`src/rtl/data_write_fifo.sv`:
```
// rtl/data_write_fifo.sv - in-order store buffer between commit and the memory write port
// Tracks occupancy with a count register so full/empty need no pointer-compare special cases.
module data_write_fifo #(
  parameter int DEPTH = 4,
  parameter int PTR_W = $clog2(DEPTH)
) (
  input  logic        clk,
  input  logic        reset,
  input  logic [31:0] datafifo_addr_in,
  input  logic [31:0] datafifo_val_in,
  input  logic [1:0]  datafifo_size_in,
  input  logic        datafifo_valid_in,
  output logic        datafifo_full,
  output logic [31:0] mem_wr_addr,
  output logic [31:0] mem_wr_val,
  output logic [1:0]  mem_wr_size,
  output logic        mem_wr_valid,
  input  logic        mem_wr_ready,
  input  logic        mem_wr_access_fault,
  input  logic [31:0] lookup_addr,
  output logic        lookup_hit,
  output logic        fault_valid,
  output logic [31:0] fault_addr,
  output logic        empty
);

  logic [31:0]    addr_mem [DEPTH];
  logic [31:0]    val_mem  [DEPTH];
  logic [1:0]     size_mem [DEPTH];
  logic [PTR_W-1:0] head;
  logic [PTR_W-1:0] tail;
  logic [PTR_W:0]   count;
  logic           push;
  logic           pop;

  assign datafifo_full = (count == (PTR_W+1)'(DEPTH));
  assign empty         = (count == '0);
  assign mem_wr_valid  = ~empty;
  assign mem_wr_addr   = addr_mem[head];
  assign mem_wr_val    = val_mem[head];
  assign mem_wr_size   = size_mem[head];

  // Full is judged on registered count only; a same-cycle pop does not make room.
  assign push = datafifo_valid_in & ~datafifo_full;
  assign pop  = mem_wr_valid & mem_wr_ready;

  function automatic logic same_word(input logic [31:0] a, input logic [31:0] b);
    return ((a ^ b) & 32'hFFFF_FFFC) == 32'd0;
  endfunction

  // Only occupied slots (head .. head+count-1) are searched; popped slots keep stale data.
  always_comb begin
    lookup_hit = push & same_word(datafifo_addr_in, lookup_addr);
    for (int i = 0; i < DEPTH; i++) begin
      if (((PTR_W+1)'(i) < count) && same_word(addr_mem[head + PTR_W'(i)], lookup_addr))
        lookup_hit = 1'b1;
    end
  end

  always_ff @(posedge clk) begin
    if (!reset && push) begin
      addr_mem[tail] <= datafifo_addr_in;
      val_mem[tail]  <= datafifo_val_in;
      size_mem[tail] <= datafifo_size_in;
    end
  end

  always_ff @(posedge clk) begin
    if (reset) begin
      head        <= '0;
      tail        <= '0;
      count       <= '0;
      fault_valid <= 1'b0;
      fault_addr  <= 32'd0;
    end else begin
      if (push) tail <= tail + PTR_W'(1);
      if (pop)  head <= head + PTR_W'(1);
      if (push && !pop)
        count <= count + (PTR_W+1)'(1);
      else if (pop && !push)
        count <= count - (PTR_W+1)'(1);
      fault_valid <= pop & mem_wr_access_fault;
      if (pop && mem_wr_access_fault) fault_addr <= mem_wr_addr;
    end
  end

endmodule

```
`config.mk`:
```
export PLATFORM = sky130hd
export DESIGN_NAME = data_write_fifo
export DESIGN_NICKNAME = d
export VERILOG_FILES = /design/src/rtl/data_write_fifo.sv
export SDC_FILE = /design/constraint.sdc
export NUM_CORES = 1
export LEC_CHECK = 0
export ABC_CLOCK_PERIOD_IN_PS = 4520
export CORE_MARGIN = 3
export CORE_UTILIZATION = 38
export CTS_CLUSTER_DIAMETER = 60
export DETAILED_ROUTE_END_ITERATION = 16
export GPL_ROUTABILITY_DRIVEN = 0
export GPL_TIMING_DRIVEN = 0
export SYNTH_ARGS = -nofsm -noshare
export SYNTH_HDL_FRONTEND = slang
export SYNTH_SLANG_ARGS = --single-unit
export TNS_END_PERCENT = 1
```
`constraint.sdc`:
```
create_clock -name clk -period 4.52 [get_ports clk]
set_input_delay 0.678 -clock clk [delete_from_list [all_inputs] [get_ports clk]]
set_output_delay 0.678 -clock clk [all_outputs]
set_load 0.005 [all_outputs]
```
After elaboration in Yosys (flattened, before gate mapping) --
Memory sizes are Yosys's and may differ from the RTL's. A register that Yosys moved wholly into a read port is not among the register bits. Index checks and enable logic that the tools add are counted.
Cells by class: $add $sub $neg 6, order comparisons 4, equal/unequal tests 1, mux-type cells 14, bitwise gates (word level) 11, reduce and logical (&&, ||, !) cells 18
Operators with widths (number):
- $logic_not 32->1 | 5
- $xor 32x32->32 | 5
- $mux 2 | 6
- $logic_and 1x1->1 | 8
- $lt 1x3->1 const A | 2
- $lt 2x3->1 const A | 2
- $mux 1 | 6
- $mux 3 | 2
- $add 2x1->2 const B | 2
- $add 2x2->2 const B | 2
- $and 1x1->1 | 4
- $add 3x1->3 const B | 1
- $eq 3x3->1 const B | 1
- $logic_not 1->1 | 3
- $logic_not 3->1 | 1
- $sub 3x1->3 const B | 1
- $not 1->1 | 2
- $reduce_bool 2->1 | 1
Word-level totals: bits in registers 40, memory bits (writable) 264, input bits 103, word-level logic and storage cells 62, memories kept 3
Memory list:
- addr_mem | depth 4, bits a word 32, rd ports 4, clocked after Yosys merged registers in 1, write ports 1, line 27 | logic [31:0] addr_mem [DEPTH];
- val_mem | depth 4, bits a word 32, rd ports 1, clocked after Yosys merged registers in 1, write ports 1, line 28 | logic [31:0] val_mem [DEPTH];
- size_mem | depth 4, bits a word 2, rd ports 1, clocked after Yosys merged registers in 1, write ports 1, line 29 | logic [1:0] size_mem [DEPTH];

Depth between registers and ports, before layout --
word-level depth 8, depth in mapped cells 12, depth with buffers taken out 9

Worst setup path after synthesis --
OpenSTA, ideal clock, no wires.
path type register to register, start register count[0], end memory addr_mem[0][0] (enable), library setup time 431 ps, arrival 2960 ps, path slack 1129 ps, cell stages (with the launch flop) 8, path buffers 1, period minus slack after synthesis 3391 ps, cell sequence dfxtp_1 -> inv_1 -> ha_1 -> and2_1 -> nor2b_1 -> clkbuf_1 -> nor2b_1 -> and2_1
Between the ends: cells in the longest elaborated chain, start to end 6
Ends and longest elaborated chain:
- start: declaration | line 32 | logic [PTR_W:0] count;
- start signal: assignment | line 79 | count <= count + (PTR_W+1)'(1);
- start signal: assignment | line 81 | count <= count - (PTR_W+1)'(1);
- $eq 3x3->1 | line 36 | assign datafifo_full = (count == (PTR_W+1)'(DEPTH));
- net datafifo_full | line 13 | output logic datafifo_full,
- $not 1->1 | line 44 | assign push = datafifo_valid_in & ~datafifo_full;
- $and 1x1->1 | line 44
- net push | line 33 | logic push;
- $logic_and 1x1->1 | line 61 | if (!reset && push) begin
- $mux 1 | line 61
- $mux 1 (not written as such) | line 62 | addr_mem[tail] <= datafifo_addr_in;
- end: declaration | line 27
The timed path passes the listed nets, and every way through them passes these cells.

==> flow_summary.toml <==
[yosys]
syn_nets = 1070
synth.area.mux_share_pct = 21.7
synth.distinct_cells = 48
ys_warn_count = 0
yosys.area_share.simple_pct = 5.02
synth_compound_area_share_pct = 3.28
synth-adder-area-share_pct = 0.746
yosys-top-cells-count = "264 x edfxtp_1, 119 x mux4_2, 79 x xnor2_1, 72 x nand2_1, 68 x xor2_1"
syn_avg_cell_area_um2 = 15.8
yosysTopAreaCellShare_pct = 52.5
synth.cell_area_um2 = 15100
synth_top_family_by_area = "multiplexers"
synthXorXnorAreaFrac_pct = 8.53
synth_edf_count = 264
async_reset_ff_share_pct = 0
ys_ff_latch = 306
yosys-top-cells-area = "edfxtp_1 53%, mux4_2 18%, dfxtp_1 5.6%, xnor2_1 4.6%, xor2_1 3.9%"
synth_most_common_cell = "edfxtp_1"
synthFlopType = "edfxtp_1"
ys_seq_area_share_pct = 58.1
syn-instance-count = 958
synth_top_area_cell = "edfxtp_1"

[floorplanning]
die_x_um = 205
pin_count = 206
die-height_um = 205
core-area_um2 = 38900
fp.dieArea_um2 = 42200
rows = 72
start_util_pct = 38.8

[timing]
fin_crit_sh_pct = 92.1
finalHoldViolations = 0
fin_crit_ns = 4.16
tightest_slew_ns = 0.869
skew_ns = 0.00621
slew_headroom_pct = 42.1
maxSlewViolCount = 0
rsz0062_at_grt = "false"
holdWs_ns = 0.453
fmax_mhz = 240
setup-tns-final_ns = 0
setup_viol = 0
setup_ws_ns = 0.356

[placed_design]
io_buffers = 173
dpl.cell_count = 1653
hpwlAfterDp_mm = 32.6
post-place-ws_ns = -0.100

[grt]
grt-ovfl-total = 0
grt_usage_pct = 21.0
grt_pass1_vias = 9636
grt_max_degree = 53
antenna_found_initial = 9
grt_pass1_wl_mm = 64.3

[clock_network]
clock_path_buffers = 3
cts-hold-fix-buffers = 0
cts_made_buffers = 36
cts_tree = "yes"
clkTransAtPathRegs_ns = 0.06
cts_sinks = 306
clk_latency_ns = 0.53
htree_levels = 2
root_buffer = "clkbuf_16"

[worst_hold_path]
worstHoldStart = "fault_addr[12]$_SDFFE_PP0P_"
min_path_type = "register to register"
min_to = "fault_addr[12]$_SDFFE_PP0P_"
hold_depth = 2

[route]
first_iter_violations = 866
vias = 9585
first_pass_iters = 6
postRouteAntennaNets = 0
via_per_inst = 5.54
wire_per_inst_um = 25.9
drc = 0
postRouteWirelength_mm = 44.8

[setup_path]
r2r.worst_path.cells = 8
required_ns = 3.84
rrSetupSlack_ns = 1.54
critPathMaxFanout = 10
crit_type = "register to output pin"
r2r-start = "count[0]$_SDFFE_PP0P_"
end_kind = "output pin"
cp.arrival_ns = 3.49
cp-start-kind = "register"
rr_endpoint = "addr_mem[1][23]$_DFFE_PP_"

[cells_and_area]
drive_above_1_share_pct = 20.7
syn_to_final_growth_pct = 26.1
fin_cells = 1729
nets = 1294
fin_util_pct = 48.9

[power]
power.density_nw_per_um2 = 543
p_leak_nw = 5.98
ir_worst_vdd_uv = 333

[flow_run]
maxCapViolCount = 0

[run_status]
outcome = "finished clean"
[report_power, final]
part | internal (mW) | total, mW | switching [mW]
logic | 2.10 | 4.19 | 2.09
clock network | 1.54 | 2.71 | 1.16
registers | 3.32 | 3.45 | 0.129
[worst max-delay path: stages (launching register included)]
cell            delay [ns]
dfxtp_1               0.47
buf_6                 0.26
buf_6                 0.24
mux4_2                0.64
xnor2_1               0.26
nand4_1               0.23
nor4_1                0.38
a41oi_1               0.09
nand4_1               0.22
dlymetal6s2s_1        0.15
[worst max-delay path by stage]
stage,to,slack (ns),depth (start not counted)
after floorplan,addr_mem[0][0]$_DFFE_PP_,1.13,7
after global placement,val_mem[0][13]$_DFFE_PP_,-0.98,5
after detailed placement,lookup_hit,-0.10,12
after CTS,lookup_hit,0.005,10
after global routing,lookup_hit,0.29,11
final,lookup_hit,0.36,9
[registers in the layout (all words and copies together) (netlist names), named ones only]
name / cells
tail: 2
fault_valid: 1
val_mem: 128
head: 2
count: 3
fault_addr: 32
size_mem: 8
addr_mem: 128
[cell type report]
type | instances | area [µm²]
Buffer | 78 | 494
Inverter | 5 | 18.8
Clock buffer | 46 | 970
Tap cell | 518 | 648
Clock inverter | 20 | 140
Sequential cell | 306 | 8770
Antenna cell | 1 | 2.50
Timing Repair Buffer | 186 | 1910
Multi-Input combinational cell | 569 | 6080
Fill cell | 3425 | 19900
[stage by stage]
step	power [mW]	instance area, µm²
after CTS	10.3	18900
after detailed placement	7.46	17600
after global routing	10.8	19000
final	10.3	19000
after floorplan	5.81	15100
after global placement	7.47	17500
[what timing repair did]
| item | in CTS | in global routing |
|---|---|---|
| setup endpoints to repair | 31 | 1 |
| buffers inserted | 0 | 9 |
| resized for setup | 51 | 13 |
| pin swaps | 3 | 5 |
[placed cells by master (no fill, tap or decap), drive strengths merged, types with 21 or more instances in the layout]
cell           instances
edfxtp               264
clkdlybuf4s50        172
mux4                 119
clkbuf                91
xnor2                 79
nand2                 72
xor2                  68
mux2i                 50
buf                   46
dfxtp                 42
a21oi                 41
nor2                  21
nand4                 21
[logic make-up (layout without fill, tap and decap cells)]
group / Yosys count / after routing
other: 0 / 1
AOI/OAI and AO/OA: 79 / 79
xor gates and xnor gates: 147 / 147
DFF: 306 / 306
buffers and inverters: 83 / 335
and+or+nand+nor: 158 / 158
adders and majority gates: 9 / 9
muxes: 176 / 176
[metal layers]
metal / GRT usage [%] / share of wire [%]
met5: 0 / 0.21
met4: 7.05 / 3.3
met3: 6.36 / 9.5
met2: 33.8 / 47
met1: 27.4 / 40
(Power assumes the default switching activity.)
